[config.mk]
export PLATFORM = sky130hd
export DESIGN_NAME = snitch_vfpr_mp
export DESIGN_NICKNAME = d
export VERILOG_FILES = /design/src/rtl/snitch_vfpr_mp.sv
export SDC_FILE = /design/constraint.sdc
export NUM_CORES = 1
export LEC_CHECK = 0
export CORE_UTILIZATION = 58
export CTS_BUF_LIST = sky130_fd_sc_hd__clkbuf_8
export CTS_CLUSTER_DIAMETER = 80
export CTS_CLUSTER_SIZE = 14
export DETAILED_ROUTE_END_ITERATION = 7
export DONT_BUFFER_PORTS = 1
export PLACE_DENSITY = 0.76
export SYNTH_ARGS = -nofsm -noshare
export SYNTH_HDL_FRONTEND = slang
export SYNTH_SLANG_ARGS = --single-unit
export TNS_END_PERCENT = 1
[constraint.sdc]
create_clock -name clk_i -period 2.9 [get_ports clk_i]
set_input_delay 0.29 -clock clk_i [delete_from_list [all_inputs] [get_ports clk_i]]
set_output_delay 0.29 -clock clk_i [all_outputs]
set_load 0.02 [all_outputs]
[src/rtl/snitch_vfpr_mp.sv]
// snitch_vfpr_mp: multi-port FP register read bundler with in-order completion; define SNITCH_VFPR_MP_FWD_EN for write-to-read forwarding
module snitch_vfpr_mp #(
  parameter int unsigned NumReadPorts   = 3,
  parameter int unsigned DataWidth      = 64,
  parameter int unsigned AddrWidth      = 8,
  parameter int unsigned MaxOutstanding = 4,
  parameter type         tag_t          = logic
) (
  input  logic                              clk_i,
  input  logic                              rst_ni,
  input  logic [NumReadPorts*AddrWidth-1:0] raddr_i,
  input  logic [NumReadPorts-1:0]           ren_i,
  input  tag_t                              rtag_i,
  input  logic                              rvalid_i,
  output logic                              rready_o,
  output logic [NumReadPorts*DataWidth-1:0] rdata_o,
  output tag_t                              rtag_o,
  output logic                              rvalid_o,
  input  logic                              rready_i,
  input  logic [AddrWidth-1:0]              wr_addr_i,
  input  logic [DataWidth-1:0]              wr_data_i,
  input  logic                              wr_valid_i,
  output logic                              wr_ready_o,
  output logic [NumReadPorts*AddrWidth-1:0] mem_req_addr_o,
  output logic [NumReadPorts-1:0]           mem_req_valid_o,
  input  logic [NumReadPorts-1:0]           mem_req_ready_i,
  input  logic [NumReadPorts*DataWidth-1:0] mem_rsp_data_i,
  input  logic [NumReadPorts-1:0]           mem_rsp_valid_i,
  output logic [AddrWidth-1:0]              mem_wr_addr_o,
  output logic [DataWidth-1:0]              mem_wr_data_o,
  output logic                              mem_wr_valid_o,
  input  logic                              mem_wr_ready_i
);
  localparam int unsigned N  = NumReadPorts;
  localparam int unsigned DW = DataWidth;
  localparam int unsigned AW = AddrWidth;
  localparam int unsigned PW = $clog2(MaxOutstanding);
  localparam int unsigned CW = PW + 1;

  logic [N-1:0][AW-1:0] iss_addr;
  logic [N-1:0]         iss_pend, req_fire, fwd_mask, need, have, head_fwd;
  logic [N-1:0][DW-1:0] f_head;
  logic [DW-1:0]        head_fdata;
  logic                 accept, pop, iss_free, full;
  logic [PW-1:0]        t_wp, t_rp;
  logic [CW-1:0]        t_cnt;
  tag_t                 t_tag [MaxOutstanding];
  logic [N-1:0]         t_en  [MaxOutstanding];

  assign mem_wr_addr_o  = wr_addr_i;
  assign mem_wr_data_o  = wr_data_i;
  assign mem_wr_valid_o = wr_valid_i;
  assign wr_ready_o     = mem_wr_ready_i;

  assign req_fire        = iss_pend & mem_req_ready_i;
  assign iss_free        = (iss_pend & ~req_fire) == '0;
  assign full            = t_cnt == CW'(MaxOutstanding);
  assign rready_o        = iss_free & ~full;
  assign accept          = rvalid_i & rready_o;
  assign mem_req_valid_o = iss_pend;
  assign mem_req_addr_o  = iss_addr;

`ifdef SNITCH_VFPR_MP_FWD_EN
  logic [N-1:0]  t_fwd   [MaxOutstanding];
  logic [DW-1:0] t_fdata [MaxOutstanding];
  // Enabled ports reading the address written this cycle take the write data
  always_comb begin
    fwd_mask = '0;
    for (int i = 0; i < N; i++)
      fwd_mask[i] = ren_i[i] & wr_valid_i & mem_wr_ready_i & (raddr_i[i*AW +: AW] == wr_addr_i);
  end
  // Forward mask and data travel with the bundle in the tracker
  always_ff @(posedge clk_i or negedge rst_ni) begin
    if (!rst_ni) begin
      for (int k = 0; k < MaxOutstanding; k++) begin
        t_fwd[k]   <= '0;
        t_fdata[k] <= '0;
      end
    end else if (accept) begin
      t_fwd[t_wp]   <= fwd_mask;
      t_fdata[t_wp] <= wr_data_i;
    end
  end
  assign head_fwd   = t_fwd[t_rp];
  assign head_fdata = t_fdata[t_rp];
`else
  assign fwd_mask   = '0;
  assign head_fwd   = '0;
  assign head_fdata = '0;
`endif

  // Issue register: per-port pending bits clear as each request handshakes
  always_ff @(posedge clk_i or negedge rst_ni) begin
    if (!rst_ni) begin
      iss_pend <= '0;
      iss_addr <= '0;
    end else if (accept) begin
      iss_pend <= ren_i & ~fwd_mask;
      iss_addr <= raddr_i;
    end else begin
      iss_pend <= iss_pend & ~req_fire;
    end
  end

  // Bundle tracker: circular buffer holding tag and enables in acceptance order
  always_ff @(posedge clk_i or negedge rst_ni) begin
    if (!rst_ni) begin
      t_wp  <= '0;
      t_rp  <= '0;
      t_cnt <= '0;
      for (int k = 0; k < MaxOutstanding; k++) begin
        t_tag[k] <= '0;
        t_en[k]  <= '0;
      end
    end else begin
      if (accept) begin
        t_tag[t_wp] <= rtag_i;
        t_en[t_wp]  <= ren_i;
        t_wp        <= t_wp + PW'(1);
      end
      if (pop) t_rp <= t_rp + PW'(1);
      t_cnt <= t_cnt + CW'(accept) - CW'(pop);
    end
  end

  assign need     = t_en[t_rp] & ~head_fwd;
  assign rvalid_o = (t_cnt != '0) & ((need & ~have) == '0);
  assign pop      = rvalid_o & rready_i;
  assign rtag_o   = (t_cnt != '0) ? t_tag[t_rp] : '0;

  // Assemble head bundle data: forwarded, queued response, or zero if disabled
  always_comb begin
    rdata_o = '0;
    for (int i = 0; i < N; i++)
      if (t_cnt != '0 && t_en[t_rp][i])
        rdata_o[i*DW +: DW] = head_fwd[i] ? head_fdata : f_head[i];
  end

  for (genvar p = 0; p < N; p++) begin : g_rsp
    logic [DW-1:0] mem [MaxOutstanding];
    logic [PW-1:0] wp, rp;
    logic [CW-1:0] cnt;
    logic          pop_p;
    assign pop_p     = pop & need[p];
    assign have[p]   = cnt != '0;
    assign f_head[p] = mem[rp];
    // Per-port in-order response queue, always accepts memory responses
    always_ff @(posedge clk_i or negedge rst_ni) begin
      if (!rst_ni) begin
        wp  <= '0;
        rp  <= '0;
        cnt <= '0;
        for (int k = 0; k < MaxOutstanding; k++) mem[k] <= '0;
      end else begin
        if (mem_rsp_valid_i[p]) begin
          mem[wp] <= mem_rsp_data_i[p*DW +: DW];
          wp      <= wp + PW'(1);
        end
        if (pop_p) rp <= rp + PW'(1);
        cnt <= cnt + CW'(mem_rsp_valid_i[p]) - CW'(pop_p);
      end
    end
  end
endmodule

==> impl_metrics.toml, run 1 <==
[run_status]
status = "complete, but fails checks"
violations = "hold timing, slew limit"

[cts]
htreeDepth = 3
cts.sinks = 839
clk_latency_ps = 660
cts_tree = "done"
cts_buffers = 69
clkTransAtPathRegs_ps = 100
cts_hold_buf = 229
clockBufferDepth = 3
cts_root_buffer = "clkbuf_8"

[drt]
vias = 21100
wl_per_cell_um = 25.3
drt-initial-drc-count = 1371
drtAntennaViolNets = 0
dr.pass1.iters = 4
route.detailed.drc = 0
via_per_inst = 6.21
drt_wl_total_mm = 85.9

[setup_path]
cp.arrival_ps = 3380
crit_family = "adder cells"
slowest_stage = "mux4_2"
cpPeakStageDelay_ps = 560
rrSetupSlack_ps = 70
cp_max_fo = 7
crit-reg2reg-launch = "t_rp[0]"
cp_num_buf_inv = 2
cp-start-kind = "flip-flop"
required_ps = 3450
rr_endpoint = "g_rsp[1].cnt[2]"
worstSetupPathType = "flip-flop to flip-flop"
endpoint_kind = "flip-flop"
reg2reg_depth = 10
crit_chain = "mux4_2 -> a21boi_4 -> and4b_4 -> ha_1 -> inv_1 -> ha_1 -> inv_1 -> fa_1 -> xnor2_2 -> xnor2_1"

[floorplan]
ioPinCount = 600
placementRows = 93
die_height_um = 258
die-area_um2 = 66500
start_util_pct = 58.8
coreArea_um2 = 64600
dieWidth_um = 258

[cells_and_area]
multi_input_comb_area_um2 = 15700
syn2layout_area_growth_pct = 10.5
final_common_cell = "dfrtp_1"
fin_nets = 2853
final_cells = 3397
final_area_um2 = 42000
drive_above_1_share_pct = 46.4
register_area_um2 = 21000
n_fill_cell = 4486
final_cell_mix = "dfrtp_1, mux2_2, dlygate4sd3_1"

[sta]
drv_slew = 609
timing.final.crit_share_pct = 97.7
hold_viol_final = 362
clock_skew_ps = 22.2
worst_pin_slew_ps = 3990
hold_ws_ps = -689
fin_ws_ps = 68.0
finalSetupViolations = 0
rsz0062_at_grt = "true"
fin_crit_ps = 2830
slew_headroom_pct = -166
max_freq_mhz = 353

[logic_synthesis]
ys_ff_latch = 839
avgSynthCellArea_um2 = 15.8
synth_seq_area_share_pct = 55.3
yosys_warnings = 0
synth_area_um2 = 38000
postSynthCellCount = 2405
synth_nets = 2737
synthDistinctLibCells = 35

[global_route]
first_global_vias = 23700
grt_max_degree = 840
grt_pass1_wl_mm = 136
busiest_layer = "met2"
grtUsageMet3_pct = 6.21
grt_antenna_before_repair = 17
met2_usage_pct = 44.1
use_met1_pct = 33.3
overflow = 0
grt_use_total_pct = 26.2

[power]
finalPower_mw = 51.4
power.leakage_nw = 18.2
power_density_nw_per_um2 = 1220
vdd_drop_max_mv = 0.688

[placement]
place_hpwl_mm = 53.3
io_buffers = 0
place.gp.congestion = 0.776
placed_area_um2 = 38500
pre_cts_ws_ps = -4.56
dp.cells = 3071

[worst_hold_path]
hold_path_class = "input pin to asynchronous set/reset pin"

[job]
cap_violations = 0
timing repair:
item / in CTS / in global routing
gates resized for setup: 21 / 6
pin swaps: 0 / 3
endpoints found under the hold margin: 1666 / 839
buffers inserted: 1 / 4
endpoints found under the setup margin: 145 / 54
gates cloned: 0 / 0
Yosys cell counts, drive strengths merged:
master	number	share of area, %
dfrtp	839	55
mux2	808	24
mux4	196	12
and3	193	3.2
clkbuf	138	1.4
buf	100	1.9
inv	28	0.28
ha	24	0.79
nand2	19	0.19
xnor2	14	0.32
nand3	6	0.079
xor2	6	0.16
nand4	5	0.082
fa	4	0.21
o21ai	4	0.053
and2	3	0.056
nor2b	3	0.049
nor3	3	0.040
a2111oi	2	0.096
a21boi	2	0.099
a21o	2	0.040
a21oi	1	0.013
and3b	1	0.023
and4b	1	0.036
nand2b	1	0.016
nor2	1	0.016
or3	1	0.016
registers in the layout, indices dropped and copies added, names as in the netlist, 4 cells and up:
register and flops:
g_rsp.cnt 9, g_rsp.wp 6, t_tag 4, g_rsp.mem 768, mem_req_addr_o 24, t_en 12, g_rsp.rp 6
metrics by stage:
| step | utilization [%] | TNS (ps) |
|---|---|---|
| floorplan | - | 0 |
| global placement | 59.6 | 0 |
| detailed placement | 59.6 | -4.56 |
| CTS | 64.9 | -250 |
| global route | 65.0 | -131 |
| finish | 65.0 | 0 |
power breakdown:
| part | total (mW) | leakage [nW] | internal (mW) | switching, mW |
|---|---|---|---|---|
| sequential | 21.2 | 9.92 | 17.7 | 3.43 |
| clock | 5.87 | 0.541 | 2.22 | 3.64 |
| combinational | 24.3 | 7.70 | 12.5 | 11.9 |
worst max path at each step:
stage	from	end	slack [ps]	depth (start not counted)
3_3_place_gp	t_rp[0]	g_rsp[1].cnt[2]	120	10
3_5_place_dp	t_rp[0]	g_rsp[2].cnt[2]	-5	11
6_report	t_rp[0]	g_rsp[1].cnt[2]	70	10
2_1_floorplan	t_rp[0]	g_rsp[1].cnt[2]	200	11
4_1_cts	g_rsp[2].rp[0]	rdata_o[181]	-50	3
5_1_grt	t_rp[0]	g_rsp[1].cnt[2]	-70	10
logic make-up after synthesis:
kind of cell    after synthesis  synth area share, %
compound gates               11                0.300
flops                       839                 55.3
mux                        1004                 35.6
xor+xnor                     20                0.481
simple gates                237                 3.78
buf+inv                     266                 3.52
fa+ha+maj                    28                 1.00
routing by layer:
metal	up-vias	wire length [um]
met5	-	69
met4	12	2550
met3	161	5050
met2	607	43700
met1	11300	34600
li1	8971	-
cell type report:
class                           instances  share of cell area, %
Inverter                               28                  0.250
Tap cell                              855                   2.55
Clock buffer                           71                   2.33
Antenna cell                           13                 0.0775
Timing Repair Buffer                  283                   7.13
Clock inverter                          8                  0.113
Sequential cell                       839                   50.1
Multi-Input combinational cell       1300                   37.5
(Power assumes the default switching activity.)
==> inputs of run 2 (changes only) <==
- PLACE_DENSITY: 0.76 -> 0.79
==> run 2 against run 1 <==
The flow still finishes with violations (hold timing, slew limit). Design area up 0.19%. Hold slack better by 5.6 ps. Clock power rose by 1%. Die area unchanged. Critical endpoint is now rdata_o[60]. Largest cell class unchanged. Largest power group unchanged.
==> impl_metrics.toml, run 2 (synthesized netlist as in run 1, its figures left out) <==
[sta]
max_freq_mhz = 357
finalSetupViolations = 0
slew_headroom_pct = -123
fin_crit_ps = 2800
clock_skew_ps = 45.5
worst_pin_slew_ps = 3340
timing.final.crit_share_pct = 96.7
drv_slew = 593
rsz0062_at_grt = "true"
hold_viol_final = 624
hold_ws_ps = -683
setup_tns_ps = 0

[job]
cap_violations = 0

[drt]
dr.pass1.iters = 4
wl_met1_mm = 34.0
highest_layer = "met5"
drt_wl_total_mm = 85.3
route.detailed.drc = 0
drt-initial-drc-count = 1232
drtAntennaViolNets = 0
wl_per_cell_um = 25.2
met2WireLength_mm = 43.6
vias = 21100
via_per_inst = 6.21
wl_met3_mm = 4.79

[power]
power.leakage_nw = 18.1
vdd_drop_max_mv = 0.868
power_density_nw_per_um2 = 1230
finalPower_mw = 51.7

[worst_hold_path]
hold_path_class = "input pin to asynchronous set/reset pin"

[setup_path]
crit-reg2reg-launch = "g_rsp[2].cnt[1]"
cp.arrival_ps = 2510
startpoint = "g_rsp[0].rp[0]"
cp_num_buf_inv = 1
crit_family = "flip-flops"
crit_chain = "buf_12 -> mux4_2 -> and3_1"
endpoint_kind = "output port"
cp_max_fo = 19
required_ps = 2610
worstSetupPathType = "flip-flop to output port"
cpPeakStageDelay_ps = 720
cp-start-kind = "flip-flop"
slowest_stage = "dfrtp_4"

[global_route]
grt_max_degree = 840
grt_use_total_pct = 26.0
grt_antenna_before_repair = 9
grt_pass1_wl_mm = 135
first_global_vias = 23500
overflow = 0

[cts]
cts.sinks = 839
clkTransAtPathRegs_ps = 100
clockBufferDepth = 3
cts_root_buffer = "clkbuf_8"
htreeDepth = 3
cts_tree = "done"
cts_hold_buf = 230
clk_latency_ps = 690
cts_buffers = 70

[run_status]
status = "complete, but fails checks"
violations = "hold timing, slew limit"

[placement]
io_buffers = 0
dp.cells = 3070
place.gp.congestion = 0.786
place_hpwl_mm = 53.4

[floorplan]
start_util_pct = 58.8
dieWidth_um = 258
ioPinCount = 600
coreArea_um2 = 64600
die-area_um2 = 66500
placementRows = 93
die_height_um = 258

[cells_and_area]
top_register = "g_rsp.mem"
fin_nets = 2853
final_cells = 3391
drive_above_1_share_pct = 47.2
final_cell_mix = "dfrtp_1, mux2_2, dlygate4sd3_1"
final_common_cell = "dfrtp_1"
largest_register_ffs = 768
syn2layout_area_growth_pct = 10.7
[run 2: cell count changes in the layout (fill, tap and decap cells not counted), moves of 2 or more]
| cell | previous run | this run |
|---|---|---|
| and3_2 | 5 | 2 |
| clkinv_4 | 0 | 2 |
| and3_1 | 181 | 162 |
| buf_8 | 0 | 2 |
| diode_2 | 13 | 6 |
| and3_4 | 7 | 29 |
[run 2: per-stage QoR]
stage	worst slack (ps)	utilization [%]	area [um2]	hold WS [ps]
final	96.0	65.1	42100	-683
after global placement	123	59.6	38500	9.52
after floorplan	197	-	38000	-5.59
after global routing	-60.2	65.1	42100	-755
after detailed placement	45.3	59.6	38500	14.6
after CTS	-36.5	64.9	41900	-753
[run 2: path summary, 6_finish.rpt]
path,end,depth (start not counted),slack [ps]
worst max-delay path,rdata_o[60],3,100
worst min-delay path,g_rsp[2].mem[159],0,-680
worst max register to register,g_rsp[2].cnt[2],10,120
worst min register to register,g_rsp[0].mem[70],1,500
max in group asynchronous,g_rsp[2].mem[116],0,970
min in group clk_i,g_rsp[1].mem[86],2,110
[run 2: layout make-up]
| class | count | area [um2] |
|---|---|---|
| flip-flops and latches | 839 | 21000 |
| diodes | 6 | 15.0 |
| clock inverters | 10 | 66.3 |
| well taps | 855 | 1070 |
| inverters | 28 | 105 |
| repair buffers | 282 | 2970 |
| clock buffers | 71 | 977 |
| multi-input cells | 1300 | 15800 |
| fillers | 4358 | 22500 |
[run 2: metal layers]
layer  track usage [%]  vias to the layer above
met5                 0                        -
met4              9.09                        6
met3              5.40                      205
met2              44.1                      630
met1              33.2                    11200
li1                  -                     8975
[run 2: where the power goes]
group / leakage [nW] / switching (mW) / internal [mW]
Combinational: 7.66 / 11.8 / 12.7
Sequential: 9.92 / 3.53 / 17.7
Clock: 0.548 / 3.69 / 2.24
Total: 18.1 / 19.1 / 32.6
[run 2: what timing repair did]
item / 4_1_cts / 5_1_grt
gates resized for setup: 16 / 53
buffers inserted: 1 / 3
setup endpoints to repair: 148 / 79
pin swaps: 0 / 1
endpoints found under the hold margin: 1662 / 839
